File: src/rtl/fifo_arb_pkg.sv
// Shared definitions for the FIFO write arbiter: FSM state encoding and
// helpers that size the burst counter and requester index from parameters.
package fifo_arb_pkg;

  typedef enum logic {
    ST_IDLE = 1'b0,
    ST_XFER = 1'b1
  } state_t;

  // Counter wide enough to hold 0..burst-1; never narrower than one bit.
  function automatic int cnt_width(input int burst);
    return (burst <= 2) ? 1 : $clog2(burst);
  endfunction

  function automatic int idx_width(input int n);
    return (n <= 2) ? 1 : $clog2(n);
  endfunction

endpackage

File: src/rtl/fifo_wr_arbiter_rr_pick.sv
// Combinational round-robin selector: returns the one-hot first requester
// found searching upward from last_winner+1, wrapping modulo N.
module rr_pick
  import fifo_arb_pkg::*;
#(
  parameter int N  = 4,
  parameter int IW = idx_width(N)
) (
  input  logic [N-1:0]  req,
  input  logic [IW-1:0] last_winner,
  output logic [N-1:0]  winner
);

  int            sum;
  logic [IW-1:0] sel;

  // Walk offsets from farthest to nearest so the nearest requester is the
  // final assignment and therefore the winner.
  always_comb begin
    winner = '0;
    sum    = 0;
    sel    = '0;
    for (int k = N; k >= 1; k--) begin
      sum = int'(last_winner) + k;
      if (sum >= N) sum = sum - N;
      sel = IW'(sum);
      if (req[sel]) begin
        winner      = '0;
        winner[sel] = 1'b1;
      end
    end
  end

endmodule

File: src/rtl/fifo_wr_arbiter.sv
// Round-robin arbiter moving bursts of words from N requesters into one
// downstream FIFO. Optional macro FIFO_ARB_PRIO0_EN gives requester 0 priority.
module fifo_wr_arbiter
  import fifo_arb_pkg::*;
#(
  parameter int N     = 4,
  parameter int B     = 8,
  parameter int BURST = 4
) (
  input  logic         clk,
  input  logic         reset,
  input  logic [N-1:0] req,
  input  logic [N*B-1:0] req_data,
  input  logic [N-1:0] req_last,
  output logic [N-1:0] ack,
  output logic [N-1:0] grant,
  input  logic         fifo_full,
  output logic         fifo_wr,
  output logic [B-1:0] fifo_w_data,
  output logic         busy
);

  localparam int CW = cnt_width(BURST);
  localparam int IW = idx_width(N);

  state_t        state;
  logic [IW-1:0] gidx;
  logic [IW-1:0] last_winner;
  logic [CW-1:0] cnt;

  logic [N-1:0]  rr_win;
  logic [N-1:0]  pick;
  logic [IW-1:0] pick_idx;
  logic [B-1:0]  words [N];
  logic          req_g;
  logic          last_g;
  logic          at_limit;
  logic          release_now;

  rr_pick #(
    .N  (N),
    .IW (IW)
  ) u_rr_pick (
    .req         (req),
    .last_winner (last_winner),
    .winner      (rr_win)
  );

  always_comb begin
`ifdef FIFO_ARB_PRIO0_EN
    pick = req[0] ? {{(N-1){1'b0}}, 1'b1} : rr_win;
`else
    pick = rr_win;
`endif
    pick_idx = '0;
    for (int i = 0; i < N; i++) begin
      if (pick[i]) pick_idx = IW'(i);
    end
  end

  always_comb begin
    for (int i = 0; i < N; i++) begin
      words[i] = req_data[i*B +: B];
    end
  end

  // Write path is combinational so a word is consumed the cycle it is offered.
  assign req_g       = req[gidx];
  assign last_g      = req_last[gidx];
  assign at_limit    = (cnt == CW'(BURST - 1));
  assign fifo_wr     = (state == ST_XFER) && req_g && !fifo_full;
  assign ack         = fifo_wr ? grant : '0;
  assign fifo_w_data = words[gidx];
  assign busy        = (state == ST_XFER);
  assign release_now = (state == ST_XFER) &&
                       (!req_g || (fifo_wr && (last_g || at_limit)));

  always_ff @(posedge clk or posedge reset) begin
    if (reset) begin
      state       <= ST_IDLE;
      grant       <= '0;
      gidx        <= '0;
      cnt         <= '0;
      last_winner <= IW'(N - 1);
    end else begin
      case (state)
        ST_IDLE: begin
          if (|req) begin
            grant <= pick;
            gidx  <= pick_idx;
            cnt   <= '0;
            state <= ST_XFER;
          end
        end
        ST_XFER: begin
          if (release_now) begin
            state       <= ST_IDLE;
            grant       <= '0;
            last_winner <= gidx;
          end else if (fifo_wr) begin
            cnt <= cnt + CW'(1);
          end
        end
        default: state <= ST_IDLE;
      endcase
    end
  end

  a_no_overflow: assert property (@(posedge clk) disable iff (reset)
    !(fifo_wr && fifo_full));
  a_grant_onehot: assert property (@(posedge clk) disable iff (reset)
    $onehot0(grant));

endmodule

File: config.mk
export PLATFORM = sky130hd
export DESIGN_NAME = fifo_wr_arbiter
export DESIGN_NICKNAME = d
export VERILOG_FILES = /design/src/rtl/fifo_arb_pkg.sv /design/src/rtl/fifo_wr_arbiter_rr_pick.sv /design/src/rtl/fifo_wr_arbiter.sv
export SDC_FILE = /design/constraint.sdc
export NUM_CORES = 1
export LEC_CHECK = 0
export ABC_CLOCK_PERIOD_IN_PS = 2600
export BUFFER_PORTS_ARGS = -buffer_cell sky130_fd_sc_hd__buf_2
export CAP_MARGIN = 20
export CORE_MARGIN = 1.5
export CORE_UTILIZATION = 40
export CTS_CLUSTER_DIAMETER = 80
export DETAILED_ROUTE_END_ITERATION = 10
export PLACE_DENSITY = 0.79
export SETUP_SLACK_MARGIN = 0.5
export SYNTH_ARGS = -nofsm -noshare
export SYNTH_HDL_FRONTEND = slang
export SYNTH_SLANG_ARGS = --single-unit
File: constraint.sdc
create_clock -name clk -period 2.6 [get_ports clk]
set_clock_uncertainty 0.1 [all_clocks]
set_input_delay 0.65 -clock clk [delete_from_list [all_inputs] [get_ports clk]]
set_output_delay 0.65 -clock clk [all_outputs]
set_load 0.01 [all_outputs]
# After elaboration in Yosys (flattened, before gate mapping)
# Index checks and enable logic that the tools add are counted.
# W data, S select, Z words.
# classes
n_lt_le_gt_ge	14
muxes	45
addsub	9
eq_ne	5
n_bitwise	2
reduce_logical	17
# ops
operator	n
$mux W4	7
$mux W2	9
$bmux W8 S2	1
$mux W8	2
$lt A2 B3 Y1 const B	5
$mux W1	13
$bmux W1 S2	6
$ge A3 B3 Y1 const B	4
$demux W1 S2	4
$ge A2 B1 Y1 const B	4
$logic_and A1 B1 Y1	8
$pmux W4 S2	1
$sub A2 B1 Y2 const B	4
$add A2 B2 Y3 const B	2
$ne A2 B2 Y1 const B	3
$reduce_and A2 Y1	3
$add A2 B3 Y4 const B	1
$ge A4 B3 Y1 const B	1
$pmux W2 S2	1
$reduce_or A4 Y1	1
$add A2 B1 Y3 const B	1
$not A2 Y3	1
$reduce_and A3 Y1	1
$add A2 B1 Y2 const B	1
other kinds (6)	8
# word_totals
output_inout_bits	18
wordCells	97
in_bits	43
ff_bits	11

# Logic depth before layout (Yosys ltp)
# depth
depth_word	14
ltp_mapped	9
depth_no_buf	7

# By module
# A second synthesis with hierarchy kept.
# unflattened
cells_unflattened	113
hier_area_um2	1162.4
# modules_own_cells
module	instances	area_per_inst_um2	cells_per_inst	seq_area_each_um2
fifo_wr_arbiter	1	790.8	68	277.8
rr_pick	1	371.6	45	0.0

# Worst setup path after synthesis
# OpenSTA, ideal clock, no wires.
# synth_timing
kind	reg-to-reg
startpoint	register last_winner[0]
endpoint	register gidx[0]
stages_incl_launch_ff	9
setup_time_ns	0.121
slack_ns	0.170
period_less_slack_ns	2.430
t_arrival_ns	2.209
n_path_buf	1
required_ns	2.379
path_cell_list	dfstp_2 buf_6 inv_1 ha_1 mux4_2 or3b_1 a221oi_2 nor3_1 o22a_1
# synth_between
elab_chain_len	14
word_cells_on_any_way	51
cone_classes	add/sub (8); order compare (12); mux (27); reduce/logical (4)
# synth_lines
element	line_no	rtl
start: declaration	fifo_wr_arbiter.sv:28	logic [IW-1:0] last_winner;
start signal: assignment	fifo_wr_arbiter.sv:84	last_winner <= IW'(N - 1);
start signal: assignment	fifo_wr_arbiter.sv:99	last_winner <= gidx;
$add A2 B3 Y4	fifo_wr_arbiter_rr_pick.sv:24	sum = int'(last_winner) + k;
$ge A4 B3 Y1 or $sub A2 B1 Y2 (tied branches)	fifo_wr_arbiter_rr_pick.sv:25	if (sum >= N) sum = sum - N;
$mux W2	fifo_wr_arbiter_rr_pick.sv:25	
$lt A2 B3 Y1 (implied by the code) or $ge A2 B1 Y1 (tied branches)	fifo_wr_arbiter_rr_pick.sv:29	winner[sel] = 1'b1;
$logic_and A1 B1 Y1 (implied by the code)	fifo_wr_arbiter_rr_pick.sv:29	
$mux W1 (implied by the code)	fifo_wr_arbiter_rr_pick.sv:29	
$demux W1 S2	n/a	
$mux W4 (3 in a row)	fifo_wr_arbiter_rr_pick.sv:27	if (req[sel]) begin
$mux W4 *	fifo_wr_arbiter_rr_pick.sv:27	
$mux W1	fifo_wr_arbiter.sv:57	if (pick[i]) pick_idx = IW'(i);
$mux W2	fifo_wr_arbiter.sv:57	
$mux W2 *	fifo_wr_arbiter.sv:57	
end signal: assignment	fifo_wr_arbiter.sv:90	gidx <= pick_idx;
end: declaration	fifo_wr_arbiter.sv:27	logic [IW-1:0] gidx;
# Every way passes the cells marked *; elsewhere a longest branch is shown, timed or not. The select of a mux whose other input is x is not followed.
# A chain may end at the register's enable or synchronous reset.

# Worst setup path after layout
# layout_timing
startpoint	input port req[3]
endpoint	output port ack[2]
# layout_between
elab_chain_len	5
# layout_lines
element	line_no	rtl
start: declaration	fifo_wr_arbiter.sv:12	input logic [N-1:0] req,
$bmux W1 S2	fifo_wr_arbiter.sv:68	assign req_g = req[gidx];
$mux W1 (implied by the code)	fifo_wr_arbiter.sv:68	
$logic_and A1 B1 Y1 (2 in a row)	fifo_wr_arbiter.sv:71	assign fifo_wr = (state == ST_XFER) && req_g && !fifo_full;
$mux W4	fifo_wr_arbiter.sv:72	assign ack = fifo_wr ? grant : '0;
end: declaration	fifo_wr_arbiter.sv:15	output logic [N-1:0] ack,
# No other way between the ends. The select of a mux whose other input is x is not followed.

==> reports/qor_table.md <==
| Stage | Result | This run |
|---|---|---|
| run status | Status | complete, no violations |
| die | Ports | 61 |
| grt | GRT Overall Usage | 21.1% |
| clock tree | Library cell used as clock root buffer | clkbuf_4 |
| sta | Final critical-path required period | 2440 ps |
| pwr | Share of power burned in registers | 16.7% |
| synth | Number of enable flip-flop cells after synthesis | 0 |
| sta | Total of endpoints with negative setup slack in the final report | 0 |
| die | DIE WIDTH | 55.4 µm |
| synth | Net count of the mapped netlist | 148 |
| worst setup path | Launching point of the worst reg2reg path | last_winner[0]$_DFFE_PP1P_ |
| worst setup path | WP data required | 1850 ps |
| synth | Top cells by area in the synthesized netlist | mux4_2, dfrtp_1, ha_1 |
| worst setup path | Setup slack, reg-to-reg | 210 ps |
| drt | DR vias/cell | 5.63 |
| pwr | Switching power | 826 µW |
| final layout | Proportion of layout cells with a drive suffix above 1 | 65.5% |
| synth | Sequential cell area fraction in the yosys report | 25.3% |
| sta | Worst relative slew slack | 65.0% |
| synth | Count of distinct cell types in the synthesized netlist | 35 |
| synth | #FFs+latches synth | 11 |
| final layout | Footprint of the multi-input gates | 802 µm² |
| placed design | Total half-perimeter wirelength after legalization and detailed placement | 2370 µm |
| clock tree | Hold Buf Count CTS | 0 |
| clock tree | Number of levels the H-tree was split into | 1 |
| sta | Final Hold Fails | 0 |
| placed design | Routability congestion estimate from global placement | 0.900 |
| worst setup path | Arrival time reported for the critical path endpoint | 1690 ps |
| drt | Initial detailed-routing violation count | 13 |
| sta | Maximum clock rate | 409 MHz |
| sta | Worst Tran Pin Value | 520 ps |
| pwr | Fraction of power spent switching nets | 41.1% |
| drt | Total wire length after detailed routing | 3060 µm |
| worst setup path | Worst-path maximum fanout | 6 |
| synth | Top FF cell, synth | dfrtp_1 |
| sta | Share of the clock period used by the worst path after layout | 94.0% |
| clock tree | Clock buffers created by TritonCTS | 3 |
| die | Effective utilization at floorplan | 43.2% |
| drt | Iteration count of the initial detailed-routing pass | 4 |
| die | Die area | 3070 µm² |
| synth | Number of cells produced by synthesis | 97 |
| grt | Wire length of the first global-routing pass | 5070 µm |
| drt | Remaining design rule violation count | 0 |
| die | Chip Height | 55.4 µm |
| synth | Synth Cell Area | 1100 µm² |
| clock tree | Clock slew seen by the registers of the worst setup and hold paths | 70 ps |
| synth | Leading cell types by count after synthesis | mux4_2, dfrtp_1, inv_1 |
| synth | Leading cell type by number of instances after synthesis | mux4_2 |
| die | Rows | 18 |
| final layout | Cell area after layout | 1730 µm² |
| clock tree | Clock tree from TritonCTS | done |
| placed design | Instance area at placement | 1480 µm² |
| grt | Number of global-route vias before repair | 1148 |
| final layout | Layout filler cell count | 189 |
| sta | Setup repair after global routing missed its margin | true |
| final layout | # nets final | 223 |
| final layout | Footprint of the flip-flops and latches | 279 µm² |
| die | Core area | 2540 µm² |
| worst setup path | Worst setup path class | input pin to primary output |
| worst setup path | Launching element type of the critical path | input pin |
| synth | Cell taking the most area after synthesis | mux4_2 |
| final layout | Antenna cells | 0 |
| placed design | Number of buffers added on ports | 60 |
| worst setup path | Nature of the critical path endpoint | primary output |
| synth | FFs w/ async S/R, synth | 100% |
| pwr | Power density normalized to cell area | 1160 nW/µm² |
| grt | Pin count of the biggest net entering global routing | 12 |
| grt | Overall overflow remaining after global route | 0 |
| flow run | Max-cap check violation count | 0 |
| min path | Worst hold-check path type | input pin to asynchronous set/reset pin |
| worst setup path | Worst flop-to-flop path endpoint | grant[0]$_DFFE_PP0P_ |
| clock tree | Clock latency reported for the late side of the worst-skew pair | 270 ps |
| drt | Detail-routed net length per standard cell | 15.2 µm |
| final layout | Area delta synth->final | 57.4% |
| worst setup path | Worst-case reg-to-reg path depth | 7 |
| pwr | Leakage power | 0.000846 µW |
| synth | Total number of yosys warnings | 0 |
| pwr | Clock power share | 5.8% |
| pwr | Combinational share of power | 77.5% |
| sta | Final Slew Violations | 0 |
| clock tree | Total clock sinks | 11 |
| final layout | Final Core Density | 67.9% |
| synth | Top-area cell type share of the netlist area | 22.6% |
| drt | Routed Antenna Nets | 0 |
| clock tree | Maximum clock path buffer count | 2 |
| grt | Antenna violations before repair | 0 |
| synth | Average footprint of a synthesized cell | 11.3 µm² |
| pwr | Cell Int Power | 1180 µW |
| sta | Final sum of negative setup slack | 0 ps |
| drt | Total number of vias | 1131 |
| pwr | Maximum vdd ir drop | 626 µV |
## routing by layer
metal	track usage, %	wire (µm)	up-vias
met1	23.5	1160	544
met4	6.97	30	0
met2	37.2	1640	59
li1	-	-	524
met3	7.49	226	4
met5	0	0	-
## how the worst max path moves through the flow
stage | startpoint | endpoint | depth (start not counted)
2_1_floorplan | last_winner[0]$_DFFE_PP1P_ | gidx[0]$_DFFE_PP0P_ | 8
3_3_place_gp | req[3] | ack[2] | 5
3_5_place_dp | req[3] | ack[2] | 5
4_1_cts | req[3] | ack[0] | 5
5_1_grt | last_winner[0]$_DFFE_PP1P_ | gidx[0]$_DFFE_PP0P_ | 7
6_report | req[3] | ack[2] | 5
## cell usage in the layout (no fill, tap or decap), types with 2 or more instances in the layout
cell,Yosys,final
and2_4,0,4
inv_1,9,7
buf_4,0,11
a21oi_1,8,7
o21ai_0,3,2
buf_8,0,3
mux4_1,2,2
mux2_2,2,2
nand2_1,7,7
dfstp_2,2,2
clkbuf_4,0,3
buf_2,2,47
o22a_1,2,2
mux4_2,11,11
dfrtp_1,9,8
buf_6,1,14
a221oi_2,1,2
or3b_1,2,2
ha_1,8,7
a21o_1,2,2
## critical path, cell delays in order
cell	delay, ps
buf_8	100
mux4_2	500
nor3b_4	200
and2_4	140
buf_6	110
## power groups by stage
stage          Clock, µW  Sequential (µW)  Combinational [µW]
6_report             117              335                1560
5_1_grt              126              346                1690
4_1_cts              122              338                1430
3_5_place_dp           0              339                1250
3_3_place_gp           0              333                1220
2_1_floorplan          0              332                 948
## registers in the layout (all words and copies together) (netlist names)
signal	cells
busy	1
cnt	2
gidx	2
grant	4
last_winner	2
## repair_timing
item,4_1_cts,5_1_grt
gates resized for setup,21,9
cloned,1,0
hold endpoints to repair,0,0
setup endpoints to repair,19,21
pin swaps,5,1
setup buffers,8,2
## cells by family after synthesis
group           count (synthesis)  share of synthesized area, %
compound gates                 24                          15.8
fa+ha+maj                       8                          9.11
buf+inv                        15                          6.04
flops                          11                          25.3
mux                            17                          32.6
simple gates                   22                          11.2
## area by class of cell
type / instances / share of cell area [%]
flip-flops and latches: 11 / 16.1
inverters: 9 / 2.10
clock buffers: 4 / 1.52
multi-input cells: 71 / 46.4
repair buffers: 76 / 31.7
well taps: 30 / 2.17
## metrics by stage
stage	hold slack (ps)	setup WS (ps)	power [µW]	instances
floorplan	355	205	1280	97
global placement	375	128	1560	186
detailed placement	380	103	1590	186
CTS	270	142	1890	199
global route	297	117	2160	201
finish	266	157	2010	201
Power figures use the tool's default switching activity.
